--- config.mk ---
export PLATFORM = sky130hd
export DESIGN_NAME = lsu
export DESIGN_NICKNAME = d
export VERILOG_FILES = /design/src/rtl/lsu.sv
export SDC_FILE = /design/constraint.sdc
export NUM_CORES = 1
export LEC_CHECK = 0
export CORE_MARGIN = 3
export CORE_UTILIZATION = 52
export DETAILED_ROUTE_END_ITERATION = 8
export PLACE_DENSITY = 0.95
export SLEW_MARGIN = 10
export SYNTH_ARGS = -nofsm -noshare
export SYNTH_HDL_FRONTEND = slang
export SYNTH_SLANG_ARGS = --single-unit
--- constraint.sdc ---
create_clock -name clk -period 5.6 [get_ports clk]
set_clock_uncertainty 0.1 [all_clocks]
set_input_delay 1.12 -clock clk [delete_from_list [all_inputs] [get_ports clk]]
set_output_delay 1.12 -clock clk [all_outputs]
set_load 0.02 [all_outputs]
--- src/rtl/lsu.sv ---
// Load/store unit: one data-memory transaction per request, with byte-lane steering and load extension.
// Latency is 2 cycles from req to done (plus wait states); bad requests complete in 1 cycle; a stalled bus times out.
module lsu #(
  parameter int unsigned TIMEOUT = 16
) (
  input  logic        clk,
  input  logic        reset,
  input  logic        req,
  input  logic        we,
  input  logic [2:0]  funct3,
  input  logic [31:0] addr,
  input  logic [31:0] wdata,
  output logic        busy,
  output logic        done,
  output logic [31:0] rdata,
  output logic        err,
  output logic [1:0]  err_code,
  output logic        mem_req,
  output logic        mem_we,
  output logic [31:0] mem_addr,
  output logic [3:0]  mem_be,
  output logic [31:0] mem_wdata,
  input  logic [31:0] mem_rdata,
  input  logic        mem_ready
);

  typedef enum logic [1:0] {IDLE, ACCESS, RESP} state_t;

  state_t      state, state_nxt;
  logic        we_q;
  logic [2:0]  f3_q;
  logic [31:0] addr_q;
  logic [31:0] wdata_q;
  logic [31:0] cnt;
  logic        err_q;
  logic [1:0]  code_q;

  logic        illegal;
  logic        misal;
  logic        timed_out;
  logic [7:0]  ld_byte;
  logic [15:0] ld_half;
  logic [31:0] ld_val;
  logic [3:0]  be;
  logic [31:0] st_dat;

  // Request checks run on the live inputs so the error path completes in one cycle.
  assign illegal = (funct3 == 3'b011) || (funct3[2:1] == 2'b11) || (we && funct3[2:1] == 2'b10);
  assign misal   = (funct3[1:0] == 2'b01 && addr[0]) || (funct3 == 3'b010 && addr[1:0] != 2'b00);

  assign timed_out = (TIMEOUT != 0) && !mem_ready && (cnt == TIMEOUT - 1);

  always_ff @(posedge clk or negedge reset) begin
    if (!reset) state <= IDLE;
    else        state <= state_nxt;
  end

  always_comb begin
    state_nxt = state;
    case (state)
      IDLE: begin
        if (req) state_nxt = (illegal || misal) ? RESP : ACCESS;
      end
      ACCESS: begin
        if (mem_ready || timed_out) state_nxt = RESP;
      end
      RESP:    state_nxt = IDLE;
      default: state_nxt = IDLE;
    endcase
  end

  assign ld_byte = mem_rdata[{addr_q[1:0], 3'b000} +: 8];
  assign ld_half = addr_q[1] ? mem_rdata[31:16] : mem_rdata[15:0];

  always_comb begin
    ld_val = mem_rdata;
    case (f3_q)
      3'b000:  ld_val = {{24{ld_byte[7]}}, ld_byte};
      3'b001:  ld_val = {{16{ld_half[15]}}, ld_half};
      3'b100:  ld_val = {24'b0, ld_byte};
      3'b101:  ld_val = {16'b0, ld_half};
      default: ld_val = mem_rdata;
    endcase
  end

  always_comb begin
    be     = 4'b1111;
    st_dat = wdata_q;
    case (f3_q[1:0])
      2'b00: begin
        be     = 4'b0001 << addr_q[1:0];
        st_dat = {4{wdata_q[7:0]}};
      end
      2'b01: begin
        be     = 4'b0011 << addr_q[1:0];
        st_dat = {2{wdata_q[15:0]}};
      end
      default: begin
        be     = 4'b1111;
        st_dat = wdata_q;
      end
    endcase
  end

  always_ff @(posedge clk or negedge reset) begin
    if (!reset) begin
      we_q    <= 1'b0;
      f3_q    <= 3'b000;
      addr_q  <= 32'h0;
      wdata_q <= 32'h0;
      cnt     <= 32'h0;
      err_q   <= 1'b0;
      code_q  <= 2'b00;
      rdata   <= 32'h0;
    end else begin
      case (state)
        IDLE: begin
          if (req) begin
            we_q    <= we;
            f3_q    <= funct3;
            addr_q  <= addr;
            wdata_q <= wdata;
            cnt     <= 32'h0;
            err_q   <= illegal || misal;
            code_q  <= illegal ? 2'b11 : (misal ? 2'b01 : 2'b00);
          end
        end
        ACCESS: begin
          // Ready on the final timeout edge still counts as a successful transfer.
          if (mem_ready) begin
            err_q  <= 1'b0;
            code_q <= 2'b00;
            if (!we_q) rdata <= ld_val;
          end else begin
            cnt <= cnt + 32'd1;
            if (timed_out) begin
              err_q  <= 1'b1;
              code_q <= 2'b10;
            end
          end
        end
        default: ;
      endcase
    end
  end

  assign busy      = (state != IDLE);
  assign done      = (state == RESP);
  assign err       = (state == RESP) && err_q;
  assign err_code  = (state == RESP && err_q) ? code_q : 2'b00;
  assign mem_req   = (state == ACCESS);
  assign mem_we    = (state == ACCESS) && we_q;
  assign mem_be    = (state == ACCESS) ? be : 4'b0000;
  assign mem_addr  = {addr_q[31:2], 2'b00};
  assign mem_wdata = st_dat;

endmodule

==> results of run 1 <==
## final cells by class
class | count | area, um^2
Clock buffer | 21 | 480.5
Clock inverter | 11 | 143.9
Fill cell | 934 | 3702
Inverter | 10 | 37.54
Multi-Input combinational cell | 586 | 3296
Sequential cell | 137 | 3430
Tap cell | 176 | 220.2
Timing Repair Buffer | 216 | 2143
## power groups by stage
stage / combinational, mW / clock (mW) / sequential [mW]
finish: 1.97 / 1.18 / 1.56
detailed placement: 1.95 / 0 / 1.56
global placement: 1.90 / 0 / 1.55
CTS: 1.98 / 1.18 / 1.55
global route: 2.11 / 1.23 / 1.59
floorplan: 1.13 / 0 / 1.57
## through the flow
step	utilization (%)	instances
floorplan	-	823
global placement	67.84	1125
detailed placement	67.84	1125
CTS	72.48	1157
global route	72.48	1157
finish	72.48	1157
## flip-flops by register name (all words and copies together) (netlist names)
register	count
state	2
cnt	32
wdata_q	32
rdata	32
f3_q	3
code_q	2
we_q	1
addr_q	32
err_q	1
## worst paths after layout
path / startpoint / end / slack [ns] / cells past startpoint
worst min register to register: addr_q[17]$_DFFE_PN0P_ / addr_q[17]$_DFFE_PN0P_ / 0.37 / 2
min in group asynchronous: reset / rdata[12]$_DFFE_PN0P_ / 0.68 / 1
worst max-delay path: f3_q[1]$_DFFE_PN0P_ / mem_wdata[15] / 1.57 / 3
max in group asynchronous: reset / cnt[5]$_DFFE_PN0P_ / 3.61 / 2
worst max register to register: state[0]$_DFFE_PN0P_ / rdata[20]$_DFFE_PN0P_ / 2.77 / 5
worst min-delay path: addr_q[17]$_DFFE_PN0P_ / addr_q[17]$_DFFE_PN0P_ / 0.37 / 2
## synthesized netlist by cell type, types with 5 or more instances
cell and count:
sky130_fd_sc_hd__dfrtp_1 137, sky130_fd_sc_hd__nand3b_1 5, sky130_fd_sc_hd__buf_4 42, sky130_fd_sc_hd__o31ai_1 6, sky130_fd_sc_hd__nand2_1 260, sky130_fd_sc_hd__nor2b_1 6
sky130_fd_sc_hd__nand3_2 10, sky130_fd_sc_hd__o22ai_1 7, sky130_fd_sc_hd__a21oi_1 25, sky130_fd_sc_hd__nand3_1 37, sky130_fd_sc_hd__and3_1 5, sky130_fd_sc_hd__buf_2 15
sky130_fd_sc_hd__a22o_1 10, sky130_fd_sc_hd__inv_1 10, sky130_fd_sc_hd__nand4_1 15, sky130_fd_sc_hd__or2_2 17, sky130_fd_sc_hd__nor3_1 8, sky130_fd_sc_hd__mux2i_1 28
sky130_fd_sc_hd__clkbuf_1 30, sky130_fd_sc_hd__mux2_2 19, sky130_fd_sc_hd__a22oi_1 7, sky130_fd_sc_hd__and2_1 5, sky130_fd_sc_hd__o21ai_0 20, sky130_fd_sc_hd__nor4_1 8
sky130_fd_sc_hd__nor2_1 31
## routing by layer
| metal | GRT usage (%) | up-vias | share of wire [%] |
|---|---|---|---|
| met3 | 8.978 | 80 | 9.3 |
| met1 | 34.22 | 3218 | 39 |
| li1 | - | 3048 | - |
| met5 | 0 | - | 0 |
| met4 | 13.93 | 0 | 4.5 |
| met2 | 45.17 | 401 | 47 |
## worst min-delay path, delay by kind of cell, from the launching register on
kind | cells | cell delay [ns]
flops | 1 | 0.34
simple gates | 2 | 0.10
## layout by cell type (no fill, tap or decap), types with 5 or more instances in the layout
cell	count
sky130_fd_sc_hd__mux2i_1	28
sky130_fd_sc_hd__nand3b_1	5
sky130_fd_sc_hd__o21ai_0	20
sky130_fd_sc_hd__nor3_1	8
sky130_fd_sc_hd__and2_1	5
sky130_fd_sc_hd__nand4_1	15
sky130_fd_sc_hd__nor4_1	8
sky130_fd_sc_hd__nand3_1	37
sky130_fd_sc_hd__mux2_2	19
sky130_fd_sc_hd__o22ai_1	7
sky130_fd_sc_hd__clkdlybuf4s50_1	207
sky130_fd_sc_hd__nand3_2	10
sky130_fd_sc_hd__and3_1	5
sky130_fd_sc_hd__clkbuf_16	17
sky130_fd_sc_hd__buf_4	8
sky130_fd_sc_hd__a21oi_1	25
sky130_fd_sc_hd__or2_2	17
sky130_fd_sc_hd__inv_1	10
sky130_fd_sc_hd__nand2_1	259
sky130_fd_sc_hd__o31ai_1	6
sky130_fd_sc_hd__a22o_1	10
sky130_fd_sc_hd__a22oi_1	7
sky130_fd_sc_hd__nor2_1	31
sky130_fd_sc_hd__dfrtp_1	136
sky130_fd_sc_hd__nor2b_1	6
## cell families (layout without fill, tap and decap cells)
group           count (synthesis)  after routing  share of synthesized area [%]
compound gates                104            104                          9.661
buf+inv                       100            258                          7.818
flops                         137            137                          47.18
other cells                     1              2                        0.05161
simple gates                  426            426                          27.28
mux                            50             50                          7.474
xor+xnor                        3              3                         0.3617
fa+ha+maj                       1              1                         0.1722
==> report_table.html, run 1 <==
<table>
<tr><th>Metric</th><th>Value</th></tr>
<tr><th colspan="2">Clocking</th></tr>
<tr><td>Clock transition time at the flip-flop clock pins of the worst setup and hold paths</td><td>0.06 ns</td></tr>
<tr><td>Post CTS Setup Buffer Count</td><td>0</td></tr>
<tr><td>Number of H-tree levels</td><td>4</td></tr>
<tr><td>Number of hold-repair buffers added at the cts stage</td><td>0</td></tr>
<tr><td>Root buffer cell</td><td>sky130_fd_sc_hd__clkbuf_16</td></tr>
<tr><td>Insertion delay of the later-clocked pin in the worst-skew pair</td><td>0.43 ns</td></tr>
<tr><td>TritonCTS buffer count</td><td>17</td></tr>
<tr><td>Clock tree from TritonCTS</td><td>done</td></tr>
<tr><td>Clock tree buffer depth</td><td>2</td></tr>
<tr><td>TritonCTS Sinks</td><td>137</td></tr>
<tr><td>Post-CTS resize count</td><td>0</td></tr>
<tr><th colspan="2">Yosys</th></tr>
<tr><td>Number of distinct standard cells referenced by the synthesized netlist</td><td>62</td></tr>
<tr><td>Mean cell area of the mapped netlist</td><td>8.839 um^2</td></tr>
<tr><td>Number of enable-type register cells in the synthesized netlist</td><td>0</td></tr>
<tr><td>Warnings from Yosys</td><td>0</td></tr>
<tr><td>Post-synthesis instance area</td><td>7266 um^2</td></tr>
<tr><td>Fraction of the yosys area taken by sequential cells</td><td>47.18%</td></tr>
<tr><td>Number of instances in the synthesized netlist</td><td>822</td></tr>
<tr><td>Top cell type's share of synthesized area</td><td>47.18%</td></tr>
<tr><td>Top area cells in the synthesized netlist</td><td>sky130_fd_sc_hd__dfrtp_1, sky130_fd_sc_hd__nand2_1, sky130_fd_sc_hd__buf_4, sky130_fd_sc_hd__mux2i_1, sky130_fd_sc_hd__mux2_2</td></tr>
<tr><td>Ys flop type</td><td>sky130_fd_sc_hd__dfrtp_1</td></tr>
<tr><td>Flop and latch count out of synthesis</td><td>137</td></tr>
<tr><td>Area leader, netlist</td><td>sky130_fd_sc_hd__dfrtp_1</td></tr>
<tr><td>Post-synth ARST share</td><td>100.0%</td></tr>
<tr><th colspan="2">Setup path</th></tr>
<tr><td>Crit-path leading delay family</td><td>simple AND/OR/NAND/NOR gates</td></tr>
<tr><td>Kind of critical path</td><td>flip-flop to output pin</td></tr>
<tr><td>Ordered list of cells on the worst path</td><td>nor2_1, mux2_2, clkdlybuf4s50_1</td></tr>
<tr><td>Slowest stage cell, crit path</td><td>sky130_fd_sc_hd__nor2_1</td></tr>
<tr><td>Highest fanout seen on the critical path</td><td>45</td></tr>
<tr><td>Peak per-stage delay on the critical path</td><td>0.70 ns</td></tr>
<tr><td>CP required</td><td>4.38 ns</td></tr>
<tr><td>CP startpoint kind</td><td>flip-flop</td></tr>
<tr><td>Critical Path AT</td><td>2.81 ns</td></tr>
<tr><td>Worst Setup End Kind</td><td>output pin</td></tr>
<tr><td>Number of buffers and inverters on the critical path</td><td>1</td></tr>
<tr><th colspan="2">Placement</th></tr>
<tr><td>Total of buffers placed on input and output ports</td><td>208</td></tr>
<tr><td>GP Congestion</td><td>0.8294</td></tr>
<tr><td>Placed wire-length estimate</td><td>14.56 mm</td></tr>
<tr><td>Worst setup slack before clock tree synthesis</td><td>2.099 ns</td></tr>
<tr><td>Cell area after placement</td><td>9126 um^2</td></tr>
<tr><th colspan="2">Pwr</th></tr>
<tr><td>Lkg Pwr</td><td>4.613 nW</td></tr>
<tr><td>Cell-internal power</td><td>2.949 mW</td></tr>
<tr><td>Fraction of power spent switching nets</td><td>37.45%</td></tr>
<tr><td>Combinational Power Share</td><td>41.8%</td></tr>
<tr><td>Sequential share of power</td><td>33.1%</td></tr>
<tr><td>Total Power</td><td>4.715 mW</td></tr>
<tr><td>Power Density</td><td>483.6 nW/um^2</td></tr>
<tr><td>Clock Power Share</td><td>25.1%</td></tr>
<tr><td>Psw</td><td>1.766 mW</td></tr>
<tr><td>Worst VDD drop</td><td>356.6 uV</td></tr>
<tr><th colspan="2">STA</th></tr>
<tr><td>Slew of the pin with the lowest slew margin</td><td>0.8873 ns</td></tr>
<tr><td>Worst hold slack across all endpoints</td><td>0.3725 ns</td></tr>
<tr><td>Hold violation total from the final report</td><td>0</td></tr>
<tr><td>Setup_tns</td><td>0 ns</td></tr>
<tr><td>Final count of pins violating max slew</td><td>0</td></tr>
<tr><td>Normalized max-slew margin</td><td>40.85%</td></tr>
<tr><td>Tcrit/Tclk final</td><td>71.91%</td></tr>
<tr><td>RSZ-0062 raised after global routing</td><td>false</td></tr>
<tr><td>Fmax</td><td>248.3 MHz</td></tr>
<tr><td>Tmin final</td><td>4.027 ns</td></tr>
<tr><td>Final worst-path setup slack</td><td>1.573 ns</td></tr>
<tr><td>Final-report setup violation count</td><td>0</td></tr>
<tr><th colspan="2">Floorplan</th></tr>
<tr><td>Die boundary width</td><td>124.2 um</td></tr>
<tr><td>Rows</td><td>42</td></tr>
<tr><td>Die area</td><td>15,430 um^2</td></tr>
<tr><td>Vert. Die Dim</td><td>124.2 um</td></tr>
<tr><td>Placeable core area</td><td>13,450 um^2</td></tr>
<tr><td>Starting density of the core</td><td>54.01%</td></tr>
<tr><td>Total I/O pin count</td><td>211</td></tr>
<tr><th colspan="2">Layout</th></tr>
<tr><td>Synthesis-to-finish area growth</td><td>34.20%</td></tr>
<tr><td>Layout Cell Area excl Fill</td><td>9751 um^2</td></tr>
<tr><td>Antenna diodes</td><td>0</td></tr>
<tr><td>Post-layout net count</td><td>1,073</td></tr>
<tr><td>Fraction of final layout cells with drive strength greater than 1</td><td>10.19%</td></tr>
<tr><th colspan="2">Route</th></tr>
<tr><td>ANT nets after route</td><td>0</td></tr>
<tr><td>Iter 0 DRT Violations</td><td>899</td></tr>
<tr><td>WL per Instance</td><td>18.80 um</td></tr>
<tr><td># DRC</td><td>0</td></tr>
<tr><td>Via/cell ratio</td><td>5.831</td></tr>
<tr><td>Via count</td><td>6,747</td></tr>
<tr><td>Total Routed Length</td><td>21.75 mm</td></tr>
<tr><td>First-pass iteration count of the detailed router</td><td>6</td></tr>
<tr><th colspan="2">Global route</th></tr>
<tr><td>Wire length of the first global-routing pass</td><td>35.29 mm</td></tr>
<tr><td>Grt total ovfl</td><td>0</td></tr>
<tr><td>Initial antenna violation count</td><td>0</td></tr>
<tr><td>Vias in the first global route</td><td>6,818</td></tr>
<tr><td>Global-route usage over all layers</td><td>28.13%</td></tr>
<tr><td>Largest net degree at the start of global routing</td><td>98</td></tr>
<tr><th colspan="2">Run status</th></tr>
<tr><td>Run status</td><td>completed</td></tr>
<tr><th colspan="2">Worst hold path</th></tr>
<tr><td>Worst Hold Class</td><td>flip-flop to flip-flop</td></tr>
<tr><th colspan="2">Run</th></tr>
<tr><td>Total of max-cap violations</td><td>0</td></tr>
</table>
Note: power is estimated with default switching activity, not from simulation.
==> run 2: changes to the inputs <==
--- a/config.mk
+++ b/config.mk
@@ -6,9 +6,9 @@
 export NUM_CORES = 1
 export LEC_CHECK = 0
 export CORE_MARGIN = 3
-export CORE_UTILIZATION = 52
+export CORE_UTILIZATION = 48
 export DETAILED_ROUTE_END_ITERATION = 8
-export PLACE_DENSITY = 0.95
+export PLACE_DENSITY = 0.9
 export SLEW_MARGIN = 10
 export SYNTH_ARGS = -nofsm -noshare
 export SYNTH_HDL_FRONTEND = slang
==> constraint.sdc (replaced) <==
create_clock -name clk -period 4.07 [get_ports clk]
set_clock_uncertainty 0.1 [all_clocks]
set_input_delay 0.814 -clock clk [delete_from_list [all_inputs] [get_ports clk]]
set_output_delay 0.814 -clock clk [all_outputs]
set_load 0.02 [all_outputs]
==> report_table.html, run 2 (synthesized netlist as in run 1, its figures left out) <==
<table>
<tr><th>Metric</th><th>Value</th></tr>
<tr><th colspan="2">STA</th></tr>
<tr><td>Fmax</td><td>282.2 MHz</td></tr>
<tr><td>Setup_tns</td><td>0 ns (unchanged)</td></tr>
<tr><td>Worst hold slack across all endpoints</td><td>0.3450 ns (-0.02746 ns)</td></tr>
<tr><td>Tmin final</td><td>3.543 ns</td></tr>
<tr><td>Hold violation total from the final report</td><td>0 (unchanged)</td></tr>
<tr><td>RSZ-0062 raised after global routing</td><td>false</td></tr>
<tr><td>Tcrit/Tclk final</td><td>87.05%</td></tr>
<tr><td>Final count of pins violating max slew</td><td>0 (unchanged)</td></tr>
<tr><td>Final-report setup violation count</td><td>0 (unchanged)</td></tr>
<tr><td>Normalized max-slew margin</td><td>38.29% (-2.6 points)</td></tr>
<tr><td>Slew of the pin with the lowest slew margin</td><td>0.9257 ns (+0.03837 ns)</td></tr>
<tr><td>Final worst-path setup slack</td><td>0.5270 ns (-1.046 ns)</td></tr>
<tr><th colspan="2">Route</th></tr>
<tr><td>WL per Instance</td><td>17.18 um (-8.6%)</td></tr>
<tr><td>Via/cell ratio</td><td>5.658 (-3.0%)</td></tr>
<tr><td>Total Routed Length</td><td>20.05 mm (-7.8%)</td></tr>
<tr><td>Iter 0 DRT Violations</td><td>646 (-28%)</td></tr>
<tr><td>First-pass iteration count of the detailed router</td><td>6 (unchanged)</td></tr>
<tr><td>ANT nets after route</td><td>0 (unchanged)</td></tr>
<tr><td>Via count</td><td>6,603 (-2.1%)</td></tr>
<tr><td># DRC</td><td>0 (unchanged)</td></tr>
<tr><th colspan="2">Setup path</th></tr>
<tr><td>Kind of critical path</td><td>flip-flop to output pin</td></tr>
<tr><td>CP startpoint kind</td><td>flip-flop</td></tr>
<tr><td>Slowest stage cell, crit path</td><td>sky130_fd_sc_hd__nor2_1</td></tr>
<tr><td>Crit-path leading delay family</td><td>simple AND/OR/NAND/NOR gates</td></tr>
<tr><td>Highest fanout seen on the critical path</td><td>10 (-78%)</td></tr>
<tr><td>Worst Setup End Kind</td><td>output pin</td></tr>
<tr><td>Number of buffers and inverters on the critical path</td><td>1 (unchanged)</td></tr>
<tr><td>CP required</td><td>3.16 ns (-1.22 ns)</td></tr>
<tr><td>Worst-case register-to-register setup slack</td><td>1.49 ns (-1.28 ns)</td></tr>
<tr><td>Peak per-stage delay on the critical path</td><td>0.69 ns (about the same)</td></tr>
<tr><td>Ordered list of cells on the worst path</td><td>nor2_1, mux2_2, clkdlybuf4s50_1</td></tr>
<tr><td>Critical Path AT</td><td>2.63 ns (-0.18 ns)</td></tr>
<tr><th colspan="2">Global route</th></tr>
<tr><td>Grt total ovfl</td><td>0 (unchanged)</td></tr>
<tr><td>Largest net degree at the start of global routing</td><td>101 (+3.1%)</td></tr>
<tr><td>Global-route usage over all layers</td><td>24.00% (-4.1 points)</td></tr>
<tr><td>Initial antenna violation count</td><td>0 (unchanged)</td></tr>
<tr><td>Vias in the first global route</td><td>6,366 (-6.6%)</td></tr>
<tr><td>Wire length of the first global-routing pass</td><td>31.96 mm (-9.4%)</td></tr>
<tr><th colspan="2">Layout</th></tr>
<tr><td>Most common library cell in the layout ignoring fill and taps</td><td>sky130_fd_sc_hd__nand2_1</td></tr>
<tr><td>Fraction of final layout cells with drive strength greater than 1</td><td>10.38% (+0.18 points)</td></tr>
<tr><td>Synthesis-to-finish area growth</td><td>34.05%</td></tr>
<tr><td>Antenna diodes</td><td>0 (unchanged)</td></tr>
<tr><td>Most used cells in the layout excluding fill and tap cells</td><td>sky130_fd_sc_hd__nand2_1, sky130_fd_sc_hd__clkdlybuf4s50_1, sky130_fd_sc_hd__dfrtp_1</td></tr>
<tr><td>Final-layout fill cell count</td><td>1,150 (+23%)</td></tr>
<tr><td>Post-layout net count</td><td>1,075 (+0.19%)</td></tr>
<tr><th colspan="2">Clocking</th></tr>
<tr><td>Root buffer cell</td><td>sky130_fd_sc_hd__clkbuf_16</td></tr>
<tr><td>Clock tree buffer depth</td><td>2 (unchanged)</td></tr>
<tr><td>TritonCTS Sinks</td><td>137 (unchanged)</td></tr>
<tr><td>Number of hold-repair buffers added at the cts stage</td><td>0 (unchanged)</td></tr>
<tr><td>TritonCTS buffer count</td><td>17 (unchanged)</td></tr>
<tr><td>Clock transition time at the flip-flop clock pins of the worst setup and hold paths</td><td>0.06 ns (about the same)</td></tr>
<tr><td>Post CTS Setup Buffer Count</td><td>0 (unchanged)</td></tr>
<tr><td>Clock tree from TritonCTS</td><td>done</td></tr>
<tr><td>Number of H-tree levels</td><td>4 (unchanged)</td></tr>
<tr><td>Post-CTS resize count</td><td>0 (unchanged)</td></tr>
<tr><td>Insertion delay of the later-clocked pin in the worst-skew pair</td><td>0.41 ns (-0.02 ns)</td></tr>
<tr><th colspan="2">Pwr</th></tr>
<tr><td>Power Density</td><td>645.6 nW/um^2 (+33%)</td></tr>
<tr><td>Lkg Pwr</td><td>4.580 nW (-0.72%)</td></tr>
<tr><td>Worst VDD drop</td><td>315.0 uV (-12%)</td></tr>
<tr><th colspan="2">Floorplan</th></tr>
<tr><td>Rows</td><td>44 (+4.8%)</td></tr>
<tr><td>Starting density of the core</td><td>49.62% (-4.4 points)</td></tr>
<tr><td>Vert. Die Dim</td><td>129.0 um (+3.9%)</td></tr>
<tr><td>Die area</td><td>16,650 um^2 (+7.9%)</td></tr>
<tr><td>Die boundary width</td><td>129.0 um (+3.9%)</td></tr>
<tr><td>Placeable core area</td><td>14,640 um^2 (+8.9%)</td></tr>
<tr><td>Total I/O pin count</td><td>211 (unchanged)</td></tr>
<tr><th colspan="2">Placement</th></tr>
<tr><td>Total of buffers placed on input and output ports</td><td>208 (unchanged)</td></tr>
<tr><td>Worst setup slack before clock tree synthesis</td><td>0.9800 ns (-1.119 ns)</td></tr>
<tr><td>Placed wire-length estimate</td><td>14.06 mm (-3.5%)</td></tr>
<tr><td>GP Congestion</td><td>0.8899 (+7.3%)</td></tr>
<tr><th colspan="2">Worst hold path</th></tr>
<tr><td>Worst Hold Class</td><td>primary input to async pin</td></tr>
<tr><th colspan="2">Run</th></tr>
<tr><td>Total of max-cap violations</td><td>0 (unchanged)</td></tr>
<tr><th colspan="2">Run status</th></tr>
<tr><td>Run status</td><td>completed</td></tr>
</table>
==> run 2: cell types whose count changed in the layout (fill, tap and decap cells not counted) <==
cell,before,now
sky130_fd_sc_hd__clkinv_4,3,0
sky130_fd_sc_hd__clkinv_2,4,3
sky130_fd_sc_hd__bufinv_16,3,1
sky130_fd_sc_hd__buf_12,0,2
sky130_fd_sc_hd__clkbuf_8,4,1
sky130_fd_sc_hd__clkinvlp_4,1,7
sky130_fd_sc_hd__inv_6,0,3
==> run 2: path summary, 6_finish.rpt <==
| kind | endpoint | cells past startpoint | startpoint |
|---|---|---|---|
| worst max-delay path | mem_wdata[14] | 3 | f3_q[0]$_DFFE_PN0P_ |
| min in group clk | wdata_q[21]$_DFFE_PN0P_ | 2 | wdata_q[21]$_DFFE_PN0P_ |
| worst min register to register | wdata_q[21]$_DFFE_PN0P_ | 2 | wdata_q[21]$_DFFE_PN0P_ |
| worst min-delay path | rdata[3]$_DFFE_PN0P_ | 1 | reset |
| max in group asynchronous | addr_q[30]$_DFFE_PN0P_ | 2 | reset |
| worst max register to register | rdata[16]$_DFFE_PN0P_ | 4 | state[0]$_DFFE_PN0P_ |
==> run 2: cell type report <==
class	instances	area (um^2)	share of cell area, %
Clock buffer	18	439.2	4.509
Multi-Input combinational cell	586	3296	33.84
Clock inverter	14	123.9	1.272
Inverter	10	37.54	0.3854
Tap cell	184	230.2	2.364
Sequential cell	137	3430	35.21
Timing Repair Buffer	218	2183	22.42
==> run 2: per-layer routing <==
layer	wire [um]	share of wire, %	vias up	global-route usage, %
met1	8319	41	3167	31.60
met4	565	2.8	0	10.25
met2	9576	48	323	38.11
met3	1585	7.9	53	5.771
met5	0	0	-	0
li1	-	-	3060	-
==> run 2: power breakdown <==
group          switching [mW]  internal [mW]
clock                   0.599          0.857
combinational            1.47           1.28
sequential              0.324           1.76
==> run 2: metrics by stage <==
stage / power, mW / util [%] / cell area (um^2) / std cells
after floorplan: 3.720 / - / 7269 / 823
after global placement: 4.778 / 62.66 / 9176 / 1135
after detailed placement: 4.848 / 62.66 / 9176 / 1135
after CTS: 6.330 / 66.51 / 9739 / 1167
after global routing: 6.639 / 66.51 / 9739 / 1167
final: 6.288 / 66.51 / 9739 / 1167
